### config.mk
export PLATFORM = sky130hd
export DESIGN_NAME = cdp1802_dma_int_responder
export DESIGN_NICKNAME = d
export VERILOG_FILES = /design/src/rtl/cdp1802_dma_int_responder.sv
export SDC_FILE = /design/constraint.sdc
export NUM_CORES = 1
export LEC_CHECK = 0
export CORE_ASPECT_RATIO = 0.9
export CORE_MARGIN = 10
export CORE_UTILIZATION = 39
export DETAILED_ROUTE_END_ITERATION = 8
export PLACE_DENSITY = 0.81
export SKIP_CTS_REPAIR_TIMING = 1
export SLEW_MARGIN = 20
export SYNTH_ARGS = -nofsm -noshare
export SYNTH_HDL_FRONTEND = slang
export SYNTH_SLANG_ARGS = --single-unit
export TNS_END_PERCENT = 50
### constraint.sdc
create_clock -name clk -period 2.4 [get_ports clk]
set_input_delay 0.72 -clock clk [delete_from_list [all_inputs] [get_ports clk]]
set_output_delay 0.72 -clock clk [all_outputs]
set_load 0.01 [all_outputs]
### src/rtl/cdp1802_dma_int_responder.sv
// CPU-side DMA/interrupt responder for the 1802 core and the CDP1861 Pixie.
// It samples requests at machine-cycle decision ticks and inserts S2 (DMA) or S3 (interrupt) cycles.
module cdp1802_dma_int_responder #(
  parameter logic [15:0] R0_RESET = 16'h0000,
  parameter int unsigned ADDR_W   = 16
) (
  input  logic              clk,
  input  logic              reset,
  input  logic              clk_enable,
  input  logic [1:0]        core_sc,
  input  logic              core_cyc_end,
  input  logic              ie,
  input  logic              dma_out_n,
  input  logic              dma_in_n,
  input  logic              int_req,
  input  logic              r0_wr,
  input  logic [15:0]       r0_wdata,
  input  logic [7:0]        mem_rdata,
  input  logic [7:0]        dma_in_data,
  output logic [1:0]        SC,
  output logic              core_hold,
  output logic [ADDR_W-1:0] mem_addr,
  output logic              mem_rd,
  output logic              mem_wr,
  output logic [7:0]        mem_wdata,
  output logic [7:0]        dma_data,
  output logic              dma_strobe,
  output logic              int_ack,
  output logic [15:0]       r0
);

  typedef enum logic [1:0] {
    IDLE   = 2'b00,
    S2_OUT = 2'b01,
    S2_IN  = 2'b10,
    S3_INT = 2'b11
  } state_t;

  state_t      state_q, state_d, pick;
  logic [15:0] r0_q, r0_d;
  logic [7:0]  data_q, data_d;
  logic        strobe_q, strobe_d;
  logic        ack_q, ack_d;

  // Request priority applied at every decision tick: DMA-in, DMA-out, then enabled interrupt.
  always_comb begin
    pick = IDLE;
    if (!dma_in_n)
      pick = S2_IN;
    else if (!dma_out_n)
      pick = S2_OUT;
    else if (int_req && ie)
      pick = S3_INT;
  end

  always_comb begin
    state_d  = state_q;
    r0_d     = r0_q;
    data_d   = data_q;
    strobe_d = 1'b0;
    ack_d    = 1'b0;
    if (clk_enable) begin
      unique case (state_q)
        IDLE: begin
          if (r0_wr)
            r0_d = r0_wdata;
          if (core_cyc_end && core_sc == 2'b01)
            state_d = pick;
        end
        S2_OUT: begin
          data_d   = mem_rdata;
          strobe_d = 1'b1;
          r0_d     = r0_q + 16'd1;
          state_d  = pick;
        end
        S2_IN: begin
          r0_d    = r0_q + 16'd1;
          state_d = pick;
        end
        S3_INT: begin
          ack_d   = 1'b1;
          state_d = IDLE;
        end
        default: state_d = IDLE;
      endcase
    end
  end

  always_ff @(posedge clk) begin
    if (reset) begin
      state_q  <= IDLE;
      r0_q     <= R0_RESET;
      data_q   <= '0;
      strobe_q <= 1'b0;
      ack_q    <= 1'b0;
    end else begin
      state_q  <= state_d;
      r0_q     <= r0_d;
      data_q   <= data_d;
      strobe_q <= strobe_d;
      ack_q    <= ack_d;
    end
  end

  // Bus-side outputs decode directly from the registered state, so they only move one clk after a tick.
  always_comb begin
    SC        = core_sc;
    core_hold = 1'b0;
    mem_addr  = '0;
    mem_rd    = 1'b0;
    mem_wr    = 1'b0;
    mem_wdata = '0;
    unique case (state_q)
      S2_OUT: begin
        SC        = 2'b10;
        core_hold = 1'b1;
        mem_addr  = ADDR_W'(r0_q);
        mem_rd    = 1'b1;
      end
      S2_IN: begin
        SC        = 2'b10;
        core_hold = 1'b1;
        mem_addr  = ADDR_W'(r0_q);
        mem_wr    = 1'b1;
        mem_wdata = dma_in_data;
      end
      S3_INT: begin
        SC        = 2'b11;
        core_hold = 1'b1;
      end
      default: ;
    endcase
  end

  assign dma_data   = data_q;
  assign dma_strobe = strobe_q;
  assign int_ack    = ack_q;
  assign r0         = r0_q;

endmodule
==> out/metrics.yaml, run 1 <==
worst_setup_path:
  crit_fanout: 1
  cp_data_arrival_time_ns: 1.82
  crit_path_start: "dma_in_data[0]"
  crit_chain: "clkdlybuf4s50_1 -> and2_1 -> clkdlybuf4s50_1"
  rrSetupSlack_ns: 0.31
  crit_buf_inv: 2
  rr_endpoint: "r0[6]"
  required_ns: 1.68
  r2r_start: "state_q[0]"
  cp-start-kind: "primary input"
  critPathSlowestCell: "clkdlybuf4s50_1"
  cp_common_cell: "clkdlybuf4s50_1"
  end_kind: "output pin"
  crit_family: "buffers and inverters"
  crit_type: "primary input to output pin"
  r2r_cells: 8
  max_stage_delay_ns: 0.54
sta:
  slew_violations: 0
  slew-limit-headroom: 0.730
  finalCriticalPeriod_ns: 2.54
  hold_viol: 0
  fmax_ghz: 0.394
  setup_violations: 1
  skew_ns: 0.00391
  setup_ws_ns: -0.135
  rsz0062_at_grt: "true"
  finalCritPeriodShare: 1.06
  max_slew.worst_pin.slew_ns: 0.402
min_path:
  hold_path_class: "flop to flop"
  min_path_cells: 2
  holdCritStartpoint: "dma_data[2]"
  worstHoldEndpoint: "dma_data[2]"
global_routing:
  antenna_found_initial: 0
  grt_pass1_wl_microns: 10900
  grt_pass1_vias: 2105
  grt_usage: 0.167
  grt_max_degree: 25
  globalRouteOverflowTotal: 0
floorplan:
  start_util: 0.399
  rows: 23
  die_h_microns: 83.9
  die_area_sq_mm: 0.00764
  die_x_microns: 91.0
  core_area_sq_mm: 0.00443
  io_pins: 98
final_layout:
  fillerInstances: 366
  num_antenna_cells: 0
  drive_above_1_share: 0.111
  multi_input_area_sq_mm: 0.00114
  postLayoutCellArea_sq_mm: 0.00309
  area_growth_pct: 74.8
  nets: 391
  seq_area_sq_um: 561
clock_tree:
  clkTransAtPathRegs_ns: 0.10
  htreeDepth: 1
  cts.sinks: 28
  tritoncts: "done"
  root_buffer: "clkbuf_8"
  cts_buffers: 3
  clock_path_buffers: 2
  clkLatencyLatePin_ns: 0.28
power:
  p_leak_nw: 1.51
  powerDensity_mw_per_mm2: 400
  peakVddDrop_v: 0.000412
logic_synthesis:
  syn_area_per_cell_sq_um: 7.63
  synth_ff_type: "dfxtp_1"
  syn-num-nets: 281
  synth.ff_latch_count: 28
  yosysSeqAreaShare: 0.317
  synth_cells: 232
  async_reset_ff_frac: 0
  yosysWarnings: 0
  synthDistinctLibCells: 45
  syn_area_sq_mm: 0.00177
  synth-edff-count: 0
detailed_routing:
  viasPerCell: 5.37
  vias: 2166
  drtAntennaViolNets: 0
  first_pass_iters: 4
  routedWlPerCell_microns: 17.0
  drcViolationCount: 0
  drtIter0Drc: 175
  postRouteWirelength_microns: 6840
status:
  outcome: "finished with violations"
  violations: "setup timing"
place:
  io_buffers: 97
  gp_congestion: 0.844
  hpwl_microns: 5150
  placed_cell_area_sq_mm: 0.00292
  dp_slack_ns: -0.210
flow_run:
  max-cap-violations: 0
-- worst reg2reg max path: stages, from the launching register on --
cell	delay, ns
dfxtp_1	0.35
inv_1	0.08
ha_4	0.28
buf_4	0.14
buf_4	0.13
mux2_2	0.31
nand2_1	0.25
nor3_1	0.09
a2111oi_0	0.35
-- synthesized netlist by cell type (2+ instances only) --
cell / n / share of area
o2bb2ai_1: 2 / 0.0099
or4_1: 2 / 0.0085
a21oi_1: 20 / 0.057
nor4_1: 5 / 0.018
mux2_2: 3 / 0.019
nand2b_1: 5 / 0.018
o211ai_1: 2 / 0.0085
ha_1: 6 / 0.042
a211oi_1: 3 / 0.013
nand3_2: 2 / 0.011
nand3_1: 17 / 0.048
inv_1: 10 / 0.021
nor2b_1: 3 / 0.011
buf_1: 2 / 0.0042
buf_2: 3 / 0.0085
mux2i_1: 4 / 0.023
clkbuf_1: 8 / 0.017
and2_1: 19 / 0.067
nand2_1: 25 / 0.053
a21boi_0: 3 / 0.013
or3_1: 2 / 0.0071
nor3_1: 4 / 0.011
nor2_1: 12 / 0.025
nand4_1: 3 / 0.011
o21ai_0: 11 / 0.031
dfxtp_1: 28 / 0.32
o32ai_1: 2 / 0.0099
and3_1: 2 / 0.0071
a31oi_1: 5 / 0.018
o31a_1: 3 / 0.015
o221ai_1: 2 / 0.0099
-- how the worst max path moves through the flow --
stage	to	cells after the start
after detailed placement	SC[0]	3
after global placement	SC[0]	3
after floorplan	mem_addr[10]	6
after CTS	mem_addr[15]	5
final	mem_wdata[0]	3
after global routing	mem_wdata[0]	3
-- cell type report --
type                            count  share of cell area
Clock buffer                        3              0.0133
Multi-Input combinational cell    179               0.367
Sequential cell                    28               0.181
Clock inverter                      1             0.00970
Tap cell                           62              0.0251
Timing Repair Buffer              119               0.389
Inverter                           11              0.0146
-- power by group --
group          switching (W)  leakage [nW]  internal, W
Sequential         0.0000350         0.228     0.000486
Combinational       0.000143          1.25     0.000192
Clock               0.000159        0.0357     0.000224
-- cells by family after synthesis --
| kind of cell | share of synthesized area |
|---|---|
| AND/OR/NAND/NOR | 0.327 |
| AO/OA/AOI/OAI | 0.216 |
| flip-flops | 0.317 |
| adder cells (fa/ha/maj) | 0.0424 |
| multiplexers | 0.0417 |
| buffers and inverters | 0.0558 |
-- layer usage --
metal / GRT usage / vias to the layer above / part of all wire
met3: 0.0531 / 13 / 0.083
met5: 0 / - / 0
met4: 0.0299 / 0 / 0.016
li1: - / 1056 / -
met1: 0.203 / 1003 / 0.42
met2: 0.283 / 94 / 0.48
-- layout by cell type, fill, tap and decap left out, types with 2 or more instances in the layout --
cell type        instances
nand3_2                  2
mux2_2                   3
o31a_1                   3
ha_4                     2
and2_1                  19
a21oi_1                 20
inv_1                   10
or3_1                    2
mux2i_1                  4
buf_4                   21
o21ai_0                 11
nor2b_1                  3
or4_1                    2
a31oi_1                  5
and3_1                   2
o32ai_1                  2
clkdlybuf4s50_1         72
nor4_1                   5
clkbuf_8                 3
dlymetal6s2s_1          24
nand3_1                 17
nand4_1                  3
a211oi_1                 3
o211ai_1                 2
nand2b_1                 5
o2bb2ai_1                2
dfxtp_1                 28
a21boi_0                 3
nor3_1                   4
nand2_1                 25
nor2_1                  12
ha_1                     4
o221ai_1                 2
-- per-stage QoR --
stage	std cells	TNS, ns	utilization	hold WS (ns)	total power [W]
2_1_floorplan	232	0	-	0.481	0.000657
3_3_place_gp	397	-1.56	0.660	0.442	0.000848
3_5_place_dp	397	-1.72	0.660	0.447	0.000855
4_1_cts	401	-5.93	0.676	0.461	0.00123
5_1_grt	403	-0.185	0.698	0.487	0.00129
6_report	403	-0.135	0.698	0.457	0.00124
-- flip-flops by register name, summed over array words and instances (netlist names) --
signal      cells
r0             16
dma_data        8
state_q         2
dma_strobe      1
int_ack         1
No activity file was read; power rests on OpenSTA's default activity.
==> inputs of run 2 (changes only) <==
Settings changed: CORE_UTILIZATION 39 to 35, PLACE_DENSITY 0.81 to 0.77.
Clock period 2.4 ns to 2.1 ns, I/O delays scaled along.
==> run 2 against run 1 <==
Effect of this change:
- final cell count increased by 4.7%
- global-route usage decreased by 1.0 points
- sequential share of layout area decreased by 0.68 points
- highest routed layer unchanged
- the run still ends with setup timing left
- critical path type is now flop to output pin
- non-clock buffer count increased by 16
- utilization decreased by 3.3 points
- register-to-register slack got worse by 0.30 ns
- power increased by 17%
- setup slack improved by 0.13 ns
- flip-flop and latch count unchanged
- worst hold slack improved by 0.0017 ns
==> out/metrics.yaml, run 2 (synthesis results as in run 1) <==
sta:
  finalCriticalPeriod_ns: 2.10
  slew_violations: 0  # unchanged
  rsz0062_at_grt: "true"
  max_slew.worst_pin.slew_ns: 0.442  # +0.0405 ns
  hold_viol: 0  # unchanged
  setup_ws_ns: -0.00220  # +0.133 ns
  slew-limit-headroom: 0.703  # -0.0272
  hold_slack_ns: 0.458  # +0.00172 ns
  finalCritPeriodShare: 1.00
  setup_violations: 1  # unchanged
  fmax_ghz: 0.476
  skew_ns: 0.00140  # -0.00251 ns
  tns_ns: -0.00220  # +0.133 ns
min_path:
  worstHoldEndpoint: "dma_data[6]"
  min_path_cells: 2  # unchanged
  hold_path_class: "flop to flop"
  holdCritStartpoint: "dma_data[6]"
power:
  p_leak_nw: 1.59  # +5.4%
  peakVddDrop_v: 0.000390  # -5.3%
  power_w: 0.00145  # +17%
  powerDensity_mw_per_mm2: 448  # +12%
detailed_routing:
  drtIter0Drc: 132  # -25%
  drtAntennaViolNets: 0  # unchanged
  first_pass_iters: 5  # +1
  drcViolationCount: 0  # unchanged
  postRouteWirelength_microns: 7150  # +4.5%
  viasPerCell: 5.24  # -2.5%
  routedWlPerCell_microns: 16.9  # -0.17%
  vias: 2211  # +2.1%
worst_setup_path:
  cp_data_arrival_time_ns: 1.47  # -0.35 ns
  crit_chain: "inv_2 -> ha_4 -> clkinvlp_4 -> buf_6 -> nor2_1 -> buf_2"
  max_stage_delay_ns: 0.35  # -0.19 ns
  rr_endpoint: "r0[15]"
  rrSetupSlack_ns: 0.01  # -0.30 ns
  r2r_start: "state_q[1]"
  end_kind: "output pin"
  cp-start-kind: "flop"
  critPathSlowestCell: "dfxtp_2"
  r2r_cells: 8  # unchanged
  required_ns: 1.47  # -0.21 ns
  crit_fanout: 5  # +4
  crit_type: "flop to output pin"
final_layout:
  final_common_cell: "clkdlybuf4s50_1"
  nets: 407  # +4.1%
  most-common-layout-cells: "clkdlybuf4s50_1 (68), buf_4 (35), nand2_1 (25), dfxtp_1 (25), dlymetal6s2s_1 (23)"
  largest_reg_flops: 16  # unchanged
  fillerInstances: 398  # +8.7%
  drive_above_1_share: 0.188  # +0.0762
  utilization: 0.665  # -0.0331
  postLayoutCellArea_sq_mm: 0.00324  # +4.6%
  num_antenna_cells: 0  # unchanged
  area_growth_pct: 82.8
global_routing:
  antenna_found_initial: 0  # unchanged
  grt_pass1_wl_microns: 10700  # -1.5%
  grt_pass1_vias: 2096  # -0.43%
  grt_usage: 0.157  # -0.0104
  globalRouteOverflowTotal: 0  # unchanged
  grt_max_degree: 17  # -32%
floorplan:
  die_h_microns: 87.5  # +4.2%
  io_pins: 98  # unchanged
  core_area_sq_mm: 0.00486  # +9.8%
  die_area_sq_mm: 0.00831  # +8.8%
  rows: 24  # +4.3%
  start_util: 0.364  # -0.0356
  die_x_microns: 95.0  # +4.3%
clock_tree:
  cts.sinks: 28  # unchanged
  tritoncts: "done"
  clkTransAtPathRegs_ns: 0.10  # about the same
  clock_path_buffers: 2  # unchanged
  cts_buffers: 3  # unchanged
  root_buffer: "clkbuf_8"
  htreeDepth: 1  # unchanged
  clkLatencyLatePin_ns: 0.28  # about the same
place:
  placed_cell_area_sq_mm: 0.00303  # +3.7%
  gp_congestion: 0.840  # -0.49%
  io_buffers: 97  # unchanged
  hpwl_microns: 5500  # +6.8%
status:
  outcome: "finished with violations"
  violations: "setup timing"
flow_run:
  max-cap-violations: 0  # unchanged
## run 2: how the worst max path moves through the flow
stage,startpoint,to,slack (ns),cells past startpoint
2_1_floorplan,state_q[0],mem_addr[10],0.01,6
3_3_place_gp,core_sc[0],SC[0],-0.31,3
3_5_place_dp,core_sc[0],SC[0],-0.34,3
4_1_cts,state_q[1],mem_addr[7],-0.56,5
5_1_grt,state_q[0],r0[15],-0.09,8
6_report,state_q[1],mem_addr[15],-0.002,6
## run 2: power breakdown
| group | internal [W] | leakage (nW) | switching, W | total (W) |
|---|---|---|---|---|
| sequential | 0.000556 | 0.229 | 0.0000347 | 0.000591 |
| clock | 0.000256 | 0.0357 | 0.000180 | 0.000435 |
| combinational | 0.000244 | 1.33 | 0.000181 | 0.000425 |
| total | 0.00106 | 1.59 | 0.000396 | 0.00145 |
## run 2: layout make-up
type                       instances  area (sq um)  share of cell area
clock buffer                       3          41.3              0.0128
clock inverter                     1          30.0             0.00928
inverter                          11          45.0              0.0139
multi-input combinational        179          1160               0.358
sequential                        28           564               0.174
tap                               65          81.3              0.0251
timing repair buffer             135          1320               0.407
## run 2: metrics by stage
stage / instances / setup slack (ns)
final: 422 / -0.00220
after detailed placement: 414 / -0.339
after CTS: 418 / -0.560
after global routing: 422 / -0.0899
after floorplan: 232 / 0.0118
after global placement: 414 / -0.315
## run 2: critical path: cells and delay by family, from the launching register on
| family | cells | cell delay (ns) |
|---|---|---|
| flops | 1 | 0.35 |
| simple gates | 1 | 0.07 |
| buf+inv | 4 | 0.49 |
| fa+ha+maj | 1 | 0.29 |
## run 2: per-layer routing
layer	wire [microns]	vias to the layer above	part of all wire	track usage
li1	-	1089	-	-
met1	2910	1027	0.41	0.188
met3	604	2	0.084	0.0431
met5	0	-	0	0
met4	15	0	0.0021	0.0136
met2	3620	93	0.51	0.281
==> inputs of run 3 (changes only) <==
Settings changed: CORE_UTILIZATION 35 to 39, PLACE_DENSITY 0.77 to 0.81.
Clock period 2.1 ns to 2 ns, I/O delays scaled along.
==> run 3 against run 2 <==
Effect of this change:
- critical path type unchanged
- critical endpoint is now mem_addr[3]
- setup slack got worse by 0.11 ns
- power increased by 7.3%
- clock power increased by 6.9%
- utilization increased by 7.9 points
- clock-buffer cell count unchanged
- the flow still finishes with violations (setup timing)
==> out/metrics.yaml, run 3 (synthesis results as in run 1) <==
flow_run:
  max-cap-violations: 0  # unchanged
worst_setup_path:
  crit_type: "flop to output pin"
  rrSetupSlack_ns: 0.13  # +0.12 ns
  rr_endpoint: "r0[14]"
  r2r_cells: 9  # +1
  crit_fanout: 5  # unchanged
  r2r_start: "state_q[1]"
  crit_path_start: "state_q[1]"
  max_stage_delay_ns: 0.35  # about the same
  end_kind: "output pin"
  required_ns: 1.40  # -0.07 ns
  cp-start-kind: "flop"
  critPathSlowestCell: "dfxtp_2"
  crit_chain: "inv_2 -> ha_4 -> buf_12 -> clkbuf_16 -> and2_4 -> buf_2"
  cp_data_arrival_time_ns: 1.51  # +0.04 ns
final_layout:
  final_cells: 424  # +0.47%
  drive_above_1_share: 0.262  # +0.0748
  area_growth_pct: 86.2
  fillerInstances: 346  # -13%
  largest_reg_flops: 16  # unchanged
  nets: 412  # +1.2%
  final_common_cell: "clkdlybuf4s50_1"
  num_antenna_cells: 0  # unchanged
  most-common-layout-cells: "clkdlybuf4s50_1 (68), buf_4 (37), dfxtp_1 (24), nand2_1 (23), a21oi_1 (20)"
status:
  violations: "setup timing"
  outcome: "finished with violations"
floorplan:
  die_area_sq_mm: 0.00764  # -8.0%
  die_x_microns: 91.0  # -4.2%
  io_pins: 98  # unchanged
  rows: 23  # -4.2%
  core_area_sq_mm: 0.00443  # -8.9%
  die_h_microns: 83.9  # -4.1%
  start_util: 0.399  # +0.0356
detailed_routing:
  first_pass_iters: 4  # -1
  postRouteWirelength_microns: 7390  # +3.4%
  viasPerCell: 5.32  # +1.5%
  vias: 2254  # +1.9%
  drtAntennaViolNets: 0  # unchanged
  routedWlPerCell_microns: 17.4  # +2.9%
  drtIter0Drc: 127  # -3.8%
  drcViolationCount: 0  # unchanged
power:
  powerDensity_mw_per_mm2: 472  # +5.3%
  peakVddDrop_v: 0.000435  # +12%
  power_w: 0.00156  # +7.3%
  p_leak_nw: 1.48  # -6.9%
sta:
  max_slew.worst_pin.slew_ns: 0.437  # -0.00525 ns
  finalCriticalPeriod_ns: 2.11
  hold_slack_ns: 0.460  # +0.00181 ns
  slew_violations: 0  # unchanged
  slew-limit-headroom: 0.706  # +0.00353
  rsz0062_at_grt: "true"
  hold_viol: 0  # unchanged
  setup_ws_ns: -0.112  # -0.110 ns
  finalCritPeriodShare: 1.06
  setup_violations: 8  # +7
  fmax_ghz: 0.473
  skew_ns: 0.00345  # +0.00205 ns
place:
  io_buffers: 97  # unchanged
  gp_congestion: 0.887  # +5.6%
  hpwl_microns: 5450  # -0.90%
  dp_slack_ns: -0.374  # -0.0349 ns
  dp_cells: 416  # +0.48%
clock_tree:
  clkLatencyLatePin_ns: 0.28  # about the same
  clkTransAtPathRegs_ns: 0.11  # about the same
  tritoncts: "done"
  cts_buffers: 3  # unchanged
  root_buffer: "clkbuf_8"
  cts.sinks: 28  # unchanged
  htreeDepth: 1  # unchanged
  clock_path_buffers: 2  # unchanged
global_routing:
  antenna_found_initial: 0  # unchanged
  grt_max_degree: 21  # +4
  grt_pass1_wl_microns: 11200  # +4.7%
  grt_pass1_vias: 2182  # +4.1%
  globalRouteOverflowTotal: 0  # unchanged
  grt_usage: 0.173  # +0.0157
min_path:
  min_path_cells: 2  # unchanged
  holdCritStartpoint: "dma_data[1]"
  worstHoldEndpoint: "dma_data[1]"
  hold_path_class: "flop to flop"
==> run 3: cell count changes in the layout (fill, tap and decap cells not counted), sizes merged <==
cell and change:
inv +1, clkbuf +2, clkinvlp -1, dlymetal6s2s -11, buf +14
==> run 3: how the worst max path moves through the flow <==
stage | endpoint | slack (ns) | cells after the start
detailed placement | mem_wdata[4] | -0.37 | 3
floorplan | mem_addr[2] | 0.001 | 6
global placement | SC[0] | -0.35 | 3
finish | mem_addr[3] | -0.11 | 6
global route | mem_addr[5] | -0.16 | 6
CTS | mem_addr[7] | -0.58 | 6
==> run 3: per-layer routing <==
layer	routed length, microns	vias to the layer above	share of wire	global-route usage
met3	504	2	0.068	0.0450
met5	0	-	0	0
li1	-	1099	-	-
met1	3060	1075	0.41	0.208
met4	14	0	0.0019	0.0256
met2	3810	78	0.52	0.304
==> run 3: worst max-delay path, delay by kind of cell, from the launching register on <==
family                     cells  cell delay, ns
adders and majority gates      1            0.27
buffers and inverters          4            0.46
DFF                            1            0.35
and+or+nand+nor                1            0.15
==> run 3: where the power goes <==
part	internal [W]	switching (W)
registers	0.000584	0.0000347
logic	0.000273	0.000200
clock network	0.000268	0.000197
==> run 3: layout make-up <==
cell class | instances | area, sq um | area share
clock buffers | 3 | 41.3 | 0.0125
clock inverters | 1 | 30.0 | 0.00911
multi-input cells | 179 | 1180 | 0.357
flip-flops and latches | 28 | 566 | 0.172
repair buffers | 140 | 1360 | 0.413
inverters | 11 | 41.3 | 0.0125
well taps | 62 | 77.6 | 0.0235
==> run 3: through the flow <==
| stage | utilization | cell area (sq um) | TNS (ns) |
|---|---|---|---|
| floorplan | - | 1780 | 0 |
| global placement | 0.692 | 3070 | -5.93 |
| detailed placement | 0.692 | 3070 | -6.45 |
| CTS | 0.708 | 3140 | -12.79 |
| global route | 0.744 | 3300 | -1.10 |
| finish | 0.744 | 3300 | -0.611 |
